--- src/rtl/imm_gen_pkg.sv ---
// imm_gen_pkg: opcode constants and immediate format codes shared by the immediate generator
package imm_gen_pkg;
    localparam logic [6:0] OP_IMM    = 7'b0010011;
    localparam logic [6:0] LOAD      = 7'b0000011;
    localparam logic [6:0] JALR      = 7'b1100111;
    localparam logic [6:0] STORE     = 7'b0100011;
    localparam logic [6:0] BRANCH    = 7'b1100011;
    localparam logic [6:0] LUI       = 7'b0110111;
    localparam logic [6:0] AUIPC     = 7'b0010111;
    localparam logic [6:0] JAL       = 7'b1101111;
    localparam logic [6:0] OP        = 7'b0110011;
    localparam logic [6:0] MISC_MEM  = 7'b0001111;
    localparam logic [6:0] SYSTEM    = 7'b1110011;
    localparam logic [6:0] OP_IMM_32 = 7'b0011011;
    localparam logic [6:0] OP_32     = 7'b0111011;

    typedef logic [2:0] fmt_t;

    localparam fmt_t FMT_R    = 3'd0;
    localparam fmt_t FMT_I    = 3'd1;
    localparam fmt_t FMT_S    = 3'd2;
    localparam fmt_t FMT_B    = 3'd3;
    localparam fmt_t FMT_U    = 3'd4;
    localparam fmt_t FMT_J    = 3'd5;
    localparam fmt_t FMT_SH   = 3'd6;
    localparam fmt_t FMT_NONE = 3'd7;
endpackage

--- src/rtl/imm_decode.sv ---
// imm_decode: combinational opcode-to-format decode and immediate extraction
module imm_decode
    import imm_gen_pkg::*;
#(
    parameter int XLEN = 32
) (
    input  logic [31:0]     instr,
    output logic [XLEN-1:0] imm,
    output logic [2:0]      fmt,
    output logic            illegal
);
    localparam logic RV64 = (XLEN == 64);

    logic [6:0]  op;
    logic [31:0] raw;
    logic [31:0] shamt;

    assign op    = instr[6:0];
    assign shamt = RV64 ? {26'b0, instr[25:20]} : {27'b0, instr[24:20]};

    // classify the opcode; OP_IMM shifts (funct3 001/101) carry a shift amount, not an immediate
    always_comb begin
        fmt = FMT_NONE;
        case (op)
            OP_IMM:              fmt = (instr[13:12] == 2'b01) ? FMT_SH : FMT_I;
            LOAD, JALR:          fmt = FMT_I;
            OP_IMM_32:           fmt = RV64 ? FMT_I : FMT_NONE;
            STORE:               fmt = FMT_S;
            BRANCH:              fmt = FMT_B;
            LUI, AUIPC:          fmt = FMT_U;
            JAL:                 fmt = FMT_J;
            OP, MISC_MEM, SYSTEM: fmt = FMT_R;
            OP_32:               fmt = RV64 ? FMT_R : FMT_NONE;
            default:             fmt = FMT_NONE;
        endcase
    end

    // 32-bit immediate first; shift amounts have a clear top bit so one sign extension serves all formats
    always_comb begin
        raw = (fmt == FMT_I)  ? {{20{instr[31]}}, instr[31:20]} :
              (fmt == FMT_SH) ? shamt :
              (fmt == FMT_S)  ? {{20{instr[31]}}, instr[31:25], instr[11:7]} :
              (fmt == FMT_B)  ? {{20{instr[31]}}, instr[7], instr[30:25], instr[11:8], 1'b0} :
              (fmt == FMT_U)  ? {instr[31:12], 12'b0} :
              (fmt == FMT_J)  ? {{12{instr[31]}}, instr[19:12], instr[20], instr[30:21], 1'b0} :
                                32'b0;
    end

    assign imm     = XLEN'($signed(raw));
    assign illegal = (fmt == FMT_NONE);
endmodule

--- src/rtl/imm_gen_pipe.sv ---
// imm_gen_pipe: registered immediate generator with a main output register and one skid entry
module imm_gen_pipe
    import imm_gen_pkg::*;
#(
    parameter int XLEN  = 32,
    parameter int TAG_W = 32
) (
    input  logic             clk,
    input  logic             rst,
    input  logic             in_valid,
    output logic             in_ready,
    input  logic [31:0]      in_instr,
    input  logic [TAG_W-1:0] in_tag,
    output logic             out_valid,
    input  logic             out_ready,
    output logic [XLEN-1:0]  out_imm,
    output logic [2:0]       out_fmt,
    output logic             out_illegal,
    output logic [TAG_W-1:0] out_tag
);
    logic [XLEN-1:0]  dec_imm;
    fmt_t             dec_fmt;
    logic             dec_ill;
    logic             main_valid_q, main_valid_d, skid_valid_q, skid_valid_d;
    logic [XLEN-1:0]  main_imm_q, main_imm_d, skid_imm_q, skid_imm_d;
    fmt_t             main_fmt_q, main_fmt_d, skid_fmt_q, skid_fmt_d;
    logic             main_ill_q, main_ill_d, skid_ill_q, skid_ill_d;
    logic [TAG_W-1:0] main_tag_q, main_tag_d, skid_tag_q, skid_tag_d;
    logic             acc, can_load, from_skid, to_main, to_skid;

    imm_decode #(.XLEN(XLEN)) u_dec (
        .instr  (in_instr),
        .imm    (dec_imm),
        .fmt    (dec_fmt),
        .illegal(dec_ill)
    );

    // in_ready comes straight from a flop so out_ready never reaches it combinationally;
    // while skid is occupied no input is taken, so skid->main and new->main never collide
    assign in_ready  = !skid_valid_q;
    assign acc       = in_valid && in_ready;
    assign can_load  = !main_valid_q || out_ready;
    assign from_skid = can_load && skid_valid_q;
    assign to_main   = can_load && acc;
    assign to_skid   = !can_load && acc;

    // next state of main and skid entries
    always_comb begin
        main_valid_d = can_load ? (skid_valid_q || acc) : main_valid_q;
        main_imm_d   = from_skid ? skid_imm_q : to_main ? dec_imm : main_imm_q;
        main_fmt_d   = from_skid ? skid_fmt_q : to_main ? dec_fmt : main_fmt_q;
        main_ill_d   = from_skid ? skid_ill_q : to_main ? dec_ill : main_ill_q;
        main_tag_d   = from_skid ? skid_tag_q : to_main ? in_tag  : main_tag_q;
        skid_valid_d = can_load ? 1'b0 : (skid_valid_q || acc);
        skid_imm_d   = to_skid ? dec_imm : skid_imm_q;
        skid_fmt_d   = to_skid ? dec_fmt : skid_fmt_q;
        skid_ill_d   = to_skid ? dec_ill : skid_ill_q;
        skid_tag_d   = to_skid ? in_tag  : skid_tag_q;
    end

    // state registers, fully cleared on reset so no in-flight entry survives
    always_ff @(posedge clk) begin
        if (rst) begin
            main_valid_q <= 1'b0;
            main_imm_q   <= '0;
            main_fmt_q   <= '0;
            main_ill_q   <= 1'b0;
            main_tag_q   <= '0;
            skid_valid_q <= 1'b0;
            skid_imm_q   <= '0;
            skid_fmt_q   <= '0;
            skid_ill_q   <= 1'b0;
            skid_tag_q   <= '0;
        end else begin
            main_valid_q <= main_valid_d;
            main_imm_q   <= main_imm_d;
            main_fmt_q   <= main_fmt_d;
            main_ill_q   <= main_ill_d;
            main_tag_q   <= main_tag_d;
            skid_valid_q <= skid_valid_d;
            skid_imm_q   <= skid_imm_d;
            skid_fmt_q   <= skid_fmt_d;
            skid_ill_q   <= skid_ill_d;
            skid_tag_q   <= skid_tag_d;
        end
    end

    assign out_valid   = main_valid_q;
    assign out_imm     = main_imm_q;
    assign out_fmt     = main_fmt_q;
    assign out_illegal = main_ill_q;
    assign out_tag     = main_tag_q;
endmodule

--- config.mk ---
export PLATFORM = sky130hd
export DESIGN_NAME = imm_gen_pipe
export DESIGN_NICKNAME = d
export VERILOG_FILES = /design/src/rtl/imm_gen_pkg.sv /design/src/rtl/imm_decode.sv /design/src/rtl/imm_gen_pipe.sv
export SDC_FILE = /design/constraint.sdc
export NUM_CORES = 1
export LEC_CHECK = 0
export ABC_AREA = 0
export BUFFER_PORTS_ARGS = -buffer_cell sky130_fd_sc_hd__buf_2
export CAP_MARGIN = 0
export CORE_MARGIN = 3
export CORE_UTILIZATION = 50
export CTS_CLUSTER_DIAMETER = 200
export DETAILED_ROUTE_END_ITERATION = 10
export GPL_TIMING_DRIVEN = 0
export PLACE_DENSITY_LB_ADDON = 0.1
export SYNTH_ARGS = -nofsm -noshare
export SYNTH_HDL_FRONTEND = slang
export SYNTH_SLANG_ARGS = --single-unit
--- constraint.sdc ---
create_clock -name clk -period 2.6 [get_ports clk]
set_input_delay 0.52 -clock clk [delete_from_list [all_inputs] [get_ports clk]]
set_output_delay 0.52 -clock clk [all_outputs]
set_load 0.01 [all_outputs]
==> results of run 1 <==
metal layers:
layer	vias to the layer above	GRT usage	routed length (µm)
li1	3006	-	-
met1	3040	0.3689	8186
met2	285	0.4333	8764
met3	46	0.06425	1436
met4	0	0.1093	448
met5	-	0	0
final timing paths:
kind                                      end  slack (ns)  cells after the start
worst max register to register     out_imm[4]        0.22                      6
worst max-delay path                 in_ready        0.18                      4
worst min register to register     out_tag[3]        0.45                      2
worst min-delay path            skid_tag_q[3]        0.36                      3
cell families after synthesis:
logic type      after synthesis
compound gates              278
mux                          12
buf+inv                      73
simple gates                243
flops                       138
metrics by stage:
stage / area [µm²] / worst slack (ns) / utilization / instances / TNS [ns]
after global placement: 6978 / -0.3103 / 0.5983 / 1024 / -18.20
after global routing: 7542 / 0.07311 / 0.6467 / 1059 / 0
after CTS: 7495 / 0.06510 / 0.6426 / 1054 / 0
after detailed placement: 6978 / -0.3892 / 0.5983 / 1024 / -25.55
final: 7542 / 0.1755 / 0.6467 / 1059 / 0
after floorplan: 6113 / 0.3484 / - / 744 / 0
final cells by class:
class                           count  area share
Multi-Input combinational cell    533      0.4048
Clock inverter                      7    0.005806
Tap cell                          143     0.02372
Inverter                            7    0.003981
Sequential cell                   138      0.3663
Clock buffer                       24     0.06254
Buffer                             65     0.03699
Timing Repair Buffer              142     0.09589
tightest hold or removal path: cells and delay by family:
kind	cells	cell delay (ns)
AOI/OAI and AO/OA	1	0.05
buffers and inverters	1	0.11
and+or+nand+nor	1	0.05
synthesized netlist by cell type, types with 5 or more instances:
| cell type | number |
|---|---|
| dfxtp_1 | 138 |
| nand2b_1 | 9 |
| clkbuf_1 | 52 |
| a221oi_2 | 10 |
| nor3_1 | 6 |
| buf_2 | 11 |
| a22oi_1 | 5 |
| inv_1 | 6 |
| a21o_1 | 7 |
| a32oi_1 | 6 |
| a21oi_1 | 101 |
| o22ai_1 | 17 |
| nor2_1 | 31 |
| o21ai_1 | 10 |
| o221ai_1 | 33 |
| mux2i_1 | 12 |
| nand3_1 | 9 |
| o31ai_1 | 5 |
| nand2_1 | 164 |
| a221oi_1 | 5 |
| o21ai_0 | 50 |
flip-flops by register name, indices dropped and copies added, names as in the netlist, 3 cells and up:
register	cells
skid_imm_q	32
skid_tag_q	32
out_tag	32
out_imm	32
out_fmt	3
skid_fmt_q	3
power by group:
part	switching (µW)	leakage (µW)	internal (µW)
logic	395	0.00162	231
clock network	883	0.000250	1260
registers	49.7	0.00113	2210
repair_timing:
action | in CTS | in global routing
endpoints found under the setup margin | 8 | 41
gates resized for setup | 1 | 6
buffers inserted | 0 | 5
==> key figures, run 1 <==
Final layout
  – Footprint of the multi-input gates: 3053 µm²
  – Layout cells sized above 1: 0.2314
  – Leading cell type in the layout, fill and taps excluded: nand2_1
  – Register area: 2763 µm²
  – Synth-to-layout area growth: 23.37%
  – Final-layout fill cell count: 1021
  – Antenna Cells: 0
  – # nets final: 972
  – Most frequent cells in the layout: nand2_1, buf_2, dfxtp_1

Flow run
  – Max_cap viols: 0

Synthesis
  – Post-Syn Area per Cell: 8.217 µm²
  – Async set-reset flop share out of synthesis: 0
  – XOR/XNOR share of the synthesized area: 0
  – Syn Inst Count: 744
  – Synth Area in Adders: 0
  – Synth cell types: 61
  – Post-synth top flop: dfxtp_1
  – FF+latch count, synth: 138
  – Biggest area contributors in the synthesized netlist: dfxtp_1, nand2_1, a21oi_1
  – Post-synth top area share: 0.4519
  – Warnings from Yosys: 0
  – Syn_nets: 812
  – Synth Cell Area: 6113 µm²
  – Largest family of logic cells by synthesized area: compound AO/OA/AOI/OAI gates
  – Top cell type by total area after synthesis: dfxtp_1
  – Number of flops mapped to enable cells by yosys: 0
  – Post-Synth Simple-Gate Area: 0.1729
  – Fraction of synthesized area in multiplexers: 0.01965
  – Area fraction in compound gates after synthesis: 0.3054
  – Sequential area share after synthesis: 0.4519

CTS
  – TritonCTS Sinks: 138
  – CTS Hold Buffers Added: 0
  – Clock transition at path regs: 0.06 ns
  – Clock buffer depth: 2
  – CTS Buf Count: 17
  – TritonCTS clock tree: built
  – Worst skew pair latency: 0.42 ns
  – H-tree depth: 4
  – CTS Root Buffer Type: clkbuf_16

Critical path
  – Crit path launch: skid_valid_q
  – CP arrival: 1.90 ns
  – Max incr delay on CP: 0.34 ns
  – CP Max Fanout: 10
  – CP delay by family, top: buffers and inverters
  – CP Launch Type: flip-flop
  – CP Capture Type: output port
  – Slowest cell on the critical path: clkbuf_1
  – Crit path buf inv count: 4
  – Setup Crit Path Kind: reg2out
  – Critical Path RT: 2.08 ns
  – Crit-path cells: clkbuf_1, clkinvlp_4, clkbuf_1, buf_2
  – Worst r2r src: skid_valid_q
  – Most used cell, CP: clkbuf_1

Global route
  – GR Util All Layers: 0.2759
  – Initial antenna violation count: 0
  – First-pass GRT wire length: 29.49 mm
  – Total grt overflow: 0
  – Vias in the first global route: 6031
  – Largest net degree at the start of global routing: 17

Power and ir drop
  – VDD IR max: 0.0004683 V
  – P_leak: 0.003000 µW
  – Total power: 5032 µW
  – PwrDens: 667.1 nW/µm²

Floorplan
  – Initial Utilization: 0.5242
  – Die Y: 116.6 µm
  – Die area: 13590 µm²
  – Core Region: 11660 µm²
  – Site row count: 39
  – Io pins: 138
  – Die width: 116.6 µm

STA
  – Fmax: 412.4 MHz
  – RSZ-0062 raised after global routing: no
  – Fin. Hold Viols: 0
  – Slew Limit Headroom: 0.5243
  – Finish-stage setup viols: 0
  – Max Slew Vio Count: 0
  – Min Hold Slack: 0.3578 ns
  – Setup Skew: 0.006911 ns
  – Worst Tran Pin Value: 0.7136 ns
  – Min Clock Period, post-route: 2.425 ns
  – Final period util: 0.9325

Route
  – Antenna Nets Post-Route: 0
  – Avg WL per Cell: 17.79 µm
  – Initial DRC count: 625
  – DRT Pass-1 Iters: 7
  – # DRC: 0
  – Vias/cell: 6.022
  – DR vias: 6377
  – Total detailed-routing wirelength: 18.84 mm

Status
  – Outcome: completed

Placement
  – Routability congestion estimate: 0.8877
  – PortBufs: 137
  – DPL Wire Length: 13.69 mm

Min path
  – HP Start: in_tag[3]
  – Worst Hold Class: in2reg
Power figures use the tool's default switching activity.
==> run 2, diff against run 1 <==
--- a/config.mk
+++ b/config.mk
@@ -5,7 +5,7 @@
 export SDC_FILE = /design/constraint.sdc
 export NUM_CORES = 1
 export LEC_CHECK = 0
-export ABC_AREA = 0
+export ABC_AREA = 1
 export BUFFER_PORTS_ARGS = -buffer_cell sky130_fd_sc_hd__buf_2
 export CAP_MARGIN = 0
 export CORE_MARGIN = 3
==> key figures, run 2 <==
Status
  – Outcome: completed (unchanged)

STA
  – Setup TNS: 0 ns (unchanged)
  – RSZ-0062 raised after global routing: no (unchanged)
  – Setup Skew: 0.006502 ns (was 0.006911 ns)
  – Max Slew Vio Count: 0 (unchanged)
  – Finish-stage setup viols: 0 (unchanged)
  – Final period util: 0.9151 (was 0.9325)
  – Fin. Hold Viols: 0 (unchanged)
  – Slew Limit Headroom: 0.5752 (was 0.5243)
  – Min Clock Period, post-route: 2.379 ns (was 2.425 ns)
  – Fmax: 420.3 MHz (was 412.4 MHz)
  – Worst Tran Pin Value: 0.6372 ns (was 0.7136 ns)

Critical path
  – Critical Path RT: 2.08 ns (about the same)
  – Critical Path Sink: in_ready (unchanged)
  – CP Max Fanout: 10 (unchanged)
  – Flop-to-flop setup slack: 0.85 ns (was 0.22 ns)
  – Worst r2r src: out_valid (was skid_valid_q)
  – Setup Crit Path Kind: reg2out (unchanged)
  – Crit path launch: skid_valid_q (unchanged)
  – CP arrival: 1.86 ns (was 1.90 ns)
  – R2R depth: 8 (was 6)
  – CP Capture Type: output port (unchanged)
  – CP Launch Type: flip-flop (unchanged)
  – RR Endpoint: out_imm[4] (unchanged)

Synthesis
  – Number of flops mapped to enable cells by yosys: 0 (unchanged)
  – Synth Cell Area: 6507 µm² (was 6113 µm²)
  – Sequential area share after synthesis: 0.4245 (was 0.4519)
  – Synth top cells by count: nor2_1, dfxtp_1, nand2_1 (was nand2_1, dfxtp_1, a21oi_1)
  – Async set-reset flop share out of synthesis: 0 (unchanged)
  – Syn Inst Count: 917 (was 744)
  – Post-synth top area share: 0.4245 (was 0.4519)
  – Post-synth top flop: dfxtp_1 (unchanged)
  – Most common cell in the netlist: nor2_1 (was nand2_1)
  – Syn_nets: 985 (was 812)
  – Synth cell types: 28 (was 61)
  – Biggest area contributors in the synthesized netlist: dfxtp_1, nor2_1, nand2_1 (was dfxtp_1, nand2_1, a21oi_1)
  – Top cell type by total area after synthesis: dfxtp_1 (unchanged)
  – Post-Syn Area per Cell: 7.097 µm² (was 8.217 µm²)
  – FF+latch count, synth: 138 (unchanged)
  – Warnings from Yosys: 0 (unchanged)

CTS
  – Worst skew pair latency: 0.42 ns (about the same)
  – CTS Root Buffer Type: clkbuf_16 (unchanged)
  – CTS Buf Count: 17 (unchanged)
  – TritonCTS Sinks: 138 (unchanged)
  – Clock buffer depth: 2 (unchanged)
  – Cts repair resizes: 0 (was 1)
  – Post-CTS Repair Setup Buffers: 0 (unchanged)
  – CTS Hold Buffers Added: 0 (unchanged)
  – Clock transition at path regs: 0.06 ns (about the same)
  – H-tree depth: 4 (unchanged)
  – TritonCTS clock tree: built (unchanged)

Route
  – Avg WL per Cell: 15.32 µm (was 17.79 µm)
  – DRT Pass-1 Iters: 9 (was 7)
  – Total detailed-routing wirelength: 19.27 mm (was 18.84 mm)
  – Vias/cell: 5.393 (was 6.022)
  – Antenna Nets Post-Route: 0 (unchanged)
  – DR vias: 6784 (was 6377)
  – Initial DRC count: 525 (was 625)
  – # DRC: 0 (unchanged)

Final layout
  – Synth-to-layout area growth: 23.78% (was 23.37%)
  – Final-layout fill cell count: 1231 (was 1021)
  – Layout cells sized above 1: 0.2136 (was 0.2314)
  – Final Util: 0.6357 (was 0.6467)
  – # nets final: 1141 (was 972)
  – Antenna Cells: 0 (unchanged)
  – Leading cell type in the layout, fill and taps excluded: buf_2 (was nand2_1)
  – Most frequent cells in the layout: buf_2, nor2_1, dfxtp_1 (was nand2_1, buf_2, dfxtp_1)

Min path
  – Worst Hold Class: in2reg (unchanged)

Floorplan
  – Io pins: 138 (unchanged)
  – Die Y: 120.1 µm (was 116.6 µm)
  – Die width: 120.1 µm (was 116.6 µm)
  – Die area: 14420 µm² (was 13590 µm²)
  – Site row count: 41 (was 39)
  – Core Region: 12670 µm² (was 11660 µm²)
  – Initial Utilization: 0.5136 (was 0.5242)

Flow run
  – Max_cap viols: 0 (unchanged)

Global route
  – Vias in the first global route: 6531 (was 6031)
  – GRT met1 Usage: 0.3428 (was 0.3689)
  – First-pass GRT wire length: 31.62 mm (was 29.49 mm)
  – Total grt overflow: 0 (unchanged)
  – Initial antenna violation count: 0 (unchanged)
  – Largest net degree at the start of global routing: 17 (unchanged)
  – GRT met3 Usage: 0.06833 (was 0.06425)
  – GRT busiest layer: met2 (unchanged)
  – M2 GR Usage: 0.4464 (was 0.4333)
  – GR Util All Layers: 0.2731 (was 0.2759)

Placement
  – PortBufs: 137 (unchanged)
  – DPL Wire Length: 13.82 mm (was 13.69 mm)
  – Routability congestion estimate: 0.9676 (was 0.8877)

Power and ir drop
  – PwrDens: 685.5 nW/µm² (was 667.1 nW/µm²)
  – VDD IR max: 0.0005316 V (was 0.0004683 V)
  – P_leak: 0.004010 µW (was 0.003000 µW)
==> run 2: cell types whose count changed after synthesis, sizes merged, moves of 30 or more <==
cell | before | now
o211ai | 2 | 34
nor2 | 32 | 151
nand4 | 0 | 30
nand3 | 9 | 87
o221ai | 33 | 0
inv | 7 | 66
a21oi | 103 | 73
==> run 2: how the worst min path moves through the flow <==
| stage | start | endpoint | slack (ns) | cells past startpoint |
|---|---|---|---|---|
| final | in_tag[6] | skid_tag_q[6] | 0.33 | 3 |
| after global routing | in_tag[29] | skid_tag_q[29] | 0.35 | 3 |
| after CTS | in_tag[6] | skid_tag_q[6] | 0.32 | 3 |
| after detailed placement | out_imm[8] | out_imm[8] | 0.45 | 2 |
| after global placement | out_imm[9] | out_imm[9] | 0.45 | 2 |
| after floorplan | skid_fmt_q[0] | skid_fmt_q[0] | 0.46 | 2 |
==> run 2: logic make-up after synthesis <==
logic type | count (synthesis) | synth area share
DFF | 138 | 0.4245
buffers and inverters | 141 | 0.09710
AOI/OAI and AO/OA | 223 | 0.1942
and+or+nand+nor | 415 | 0.2842
==> run 2: layer usage <==
layer,wire length (µm),vias to the layer above
li1,-,3406
met1,8089,3066
met2,8950,266
met3,1609,46
met4,622,0
met5,0,-
==> run 2: final cells by class <==
cell class	count	area, µm²	share of cell area
multi-input combinational	638	3113	0.3865
sequential	138	2763	0.3430
timing repair buffer	137	685.7	0.08512
clock buffer	18	429.2	0.05328
buffer	74	380.4	0.04722
inverter	67	251.5	0.03122
clock inverter	14	217.7	0.02703
tap	172	215.2	0.02672
==> run 2: report_power, final <==
| group | internal [µW] | switching, µW | leakage, µW |
|---|---|---|---|
| clock network | 1710 | 969 | 0.000313 |
| logic | 206 | 366 | 0.00257 |
| registers | 2220 | 50.3 | 0.00113 |
| total | 4140 | 1390 | 0.00401 |
==> run 2: through the flow <==
step / power, µW / hold slack, ns / cell area (µm²) / setup slack [ns] / cells
6_report: 5522 / 0.3294 / 8055 / 0.2208 / 1258
5_1_grt: 5720 / 0.3471 / 8055 / 0.1666 / 1258
4_1_cts: 5550 / 0.3191 / 8055 / 0.2491 / 1258
3_5_place_dp: 2882 / 0.4540 / 7408 / 0.5767 / 1226
3_3_place_gp: 2878 / 0.4512 / 7408 / 0.5953 / 1226
2_1_floorplan: 2645 / 0.4573 / 6507 / 1.001 / 917
==> run 2: worst max-delay path, cell delays in order, from the launching register on <==
cell,delay (ns)
dfxtp_1,0.38
inv_2,0.13
buf_2,0.26
buf_1,0.44
buf_2,0.23
==> run 3, diff against run 2 <==
--- a/config.mk
+++ b/config.mk
@@ -8,6 +8,7 @@
 export ABC_AREA = 1
 export BUFFER_PORTS_ARGS = -buffer_cell sky130_fd_sc_hd__buf_2
 export CAP_MARGIN = 0
+export CORE_ASPECT_RATIO = 0.6
 export CORE_MARGIN = 3
 export CORE_UTILIZATION = 50
 export CTS_CLUSTER_DIAMETER = 200
==> key figures, run 3 (same netlist as run 2, synthesis figures left out) <==
Global route
  – GRT busiest layer: met1 (was met2)
  – Largest net degree at the start of global routing: 17 (unchanged)
  – Total grt overflow: 0 (unchanged)
  – Initial antenna violation count: 0 (unchanged)
  – First-pass GRT wire length: 32.40 mm (was 31.62 mm)
  – GR Util All Layers: 0.2774 (was 0.2731)
  – GRT met3 Usage: 0.07189 (was 0.06833)
  – Vias in the first global route: 6161 (was 6531)
  – GRT met1 Usage: 0.4445 (was 0.3428)
  – M2 GR Usage: 0.3679 (was 0.4464)

Status
  – Outcome: completed (unchanged)

Critical path
  – Slowest cell on the critical path: buf_1 (unchanged)
  – CP arrival: 1.86 ns (about the same)
  – Crit-path cells: inv_2, buf_2, buf_1, buf_2 (unchanged)
  – Setup Crit Path Kind: reg2out (unchanged)
  – CP Capture Type: output port (unchanged)
  – Most used cell, CP: buf_2 (unchanged)
  – Critical Path RT: 2.08 ns (about the same)
  – CP delay by family, top: buffers and inverters (unchanged)
  – Max incr delay on CP: 0.44 ns (about the same)
  – Worst r2r src: skid_valid_q (was out_valid)
  – Crit path buf inv count: 4 (unchanged)
  – CP Launch Type: flip-flop (unchanged)
  – Crit path launch: skid_valid_q (unchanged)
  – CP Max Fanout: 10 (unchanged)

Route
  – DR vias: 6979 (was 6784)
  – Initial DRC count: 638 (was 525)
  – # DRC: 0 (unchanged)
  – Total detailed-routing wirelength: 20.49 mm (was 19.27 mm)
  – Avg WL per Cell: 16.38 µm (was 15.32 µm)
  – Antenna Nets Post-Route: 0 (unchanged)
  – Vias/cell: 5.579 (was 5.393)
  – DRT Pass-1 Iters: 7 (was 9)

STA
  – Min Hold Slack: 0.3396 ns (was 0.3294 ns)
  – Setup TNS: 0 ns (unchanged)
  – Min Clock Period, post-route: 2.378 ns (was 2.379 ns)
  – Worst Tran Pin Value: 0.8045 ns (was 0.6372 ns)
  – Fin. Hold Viols: 0 (unchanged)
  – Slew Limit Headroom: 0.4637 (was 0.5752)
  – Final period util: 0.9145 (was 0.9151)
  – Finish-stage setup viols: 0 (unchanged)
  – Setup Skew: 0.009782 ns (was 0.006502 ns)
  – Worst setup slack after layout: 0.2222 ns (was 0.2208 ns)
  – Max Slew Vio Count: 0 (unchanged)
  – Fmax: 420.6 MHz (was 420.3 MHz)
  – RSZ-0062 raised after global routing: no (unchanged)

CTS
  – CTS Hold Buffers Added: 0 (unchanged)
  – Clock buffer depth: 2 (unchanged)
  – CTS Root Buffer Type: clkbuf_16 (unchanged)
  – Clock transition at path regs: 0.07 ns (was 0.06 ns)
  – CTS Buf Count: 17 (unchanged)
  – TritonCTS clock tree: built (unchanged)
  – Cts repair resizes: 0 (unchanged)
  – TritonCTS Sinks: 138 (unchanged)
  – Post-CTS Repair Setup Buffers: 0 (unchanged)
  – Worst skew pair latency: 0.42 ns (about the same)
  – H-tree depth: 4 (unchanged)

Final layout
  – Antenna Cells: 0 (unchanged)
  – # nets final: 1141 (unchanged)
  – Layout cells sized above 1: 0.2145 (was 0.2136)
  – Register area: 2763 µm² (unchanged)
  – Final-layout fill cell count: 1124 (was 1231)
  – Most frequent cells in the layout: buf_2, nor2_1, dfxtp_1 (unchanged)
  – Synth-to-layout area growth: 22.38% (was 23.78%)
  – Leading cell type in the layout, fill and taps excluded: buf_2 (unchanged)
  – Final Non-Filler Cells: 1251 (was 1258)
  – Footprint of the multi-input gates: 3113 µm² (unchanged)

Floorplan
  – Initial Utilization: 0.5259 (was 0.5136)
  – Die Y: 94.37 µm (was 120.1 µm)
  – Die width: 153.3 µm (was 120.1 µm)
  – Die area: 14470 µm² (was 14420 µm²)
  – Core Region: 12370 µm² (was 12670 µm²)
  – Site row count: 31 (was 41)
  – Io pins: 138 (unchanged)

Placement
  – Placed insts: 1219 (was 1226)
  – Pre-CTS setup slack: 0.4227 ns (was 0.5767 ns)
  – PortBufs: 137 (unchanged)
  – DPL Wire Length: 14.99 mm (was 13.82 mm)
  – Routability congestion estimate: 0.9260 (was 0.9676)

Power and ir drop
  – VDD IR max: 0.0004528 V (was 0.0005316 V)
  – PwrDens: 651.9 nW/µm² (was 685.5 nW/µm²)
  – P_leak: 0.003976 µW (was 0.004010 µW)

Min path
  – HP Start: in_tag[8] (was in_tag[6])
  – Worst Hold Class: in2reg (unchanged)

Flow run
  – Max_cap viols: 0 (unchanged)
-- run 3: worst paths after layout --
path	cells after the start	slack (ns)	endpoint
max	4	0.22	in_ready
min	3	0.34	skid_tag_q[8]
max reg2reg	8	0.83	out_imm[21]
min reg2reg	2	0.47	out_imm[9]
-- run 3: routing by layer --
metal,part of all wire,wire length (µm)
met2,0.38,7875
met1,0.50,10230
met4,0.0054,110
met5,0,0
met3,0.11,2267
-- run 3: power breakdown --
group	total, µW	switching, µW	internal (µW)
Sequential	2270	52.7	2220
Combinational	585	379	206
Clock	2330	1050	1290
Total	5190	1480	3710
-- run 3: worst reg2reg max path: stages, from the launching register on --
cell     delay [ns]
dfxtp_1        0.47
nor2_2         0.11
nor2_4         0.27
inv_2          0.07
buf_4          0.18
buf_2          0.20
nor2_1         0.11
nand2_1        0.12
a21oi_1        0.17
-- run 3: per-stage QoR --
| step | total power (µW) | instance area (µm²) | util |
|---|---|---|---|
| detailed placement | 2887 | 7400 | 0.5980 |
| floorplan | 2645 | 6507 | - |
| finish | 5192 | 7964 | 0.6436 |
| global placement | 2883 | 7400 | 0.5980 |
| global route | 5363 | 7964 | 0.6436 |
| CTS | 5185 | 7964 | 0.6436 |
-- run 3: layout make-up --
type	instances	share of cell area
Multi-Input combinational cell	638	0.3909
Sequential cell	138	0.3469
Timing Repair Buffer	137	0.08610
Clock buffer	18	0.05515
Buffer	74	0.04776
Inverter	67	0.03158
Tap cell	165	0.02592
Clock inverter	14	0.01571
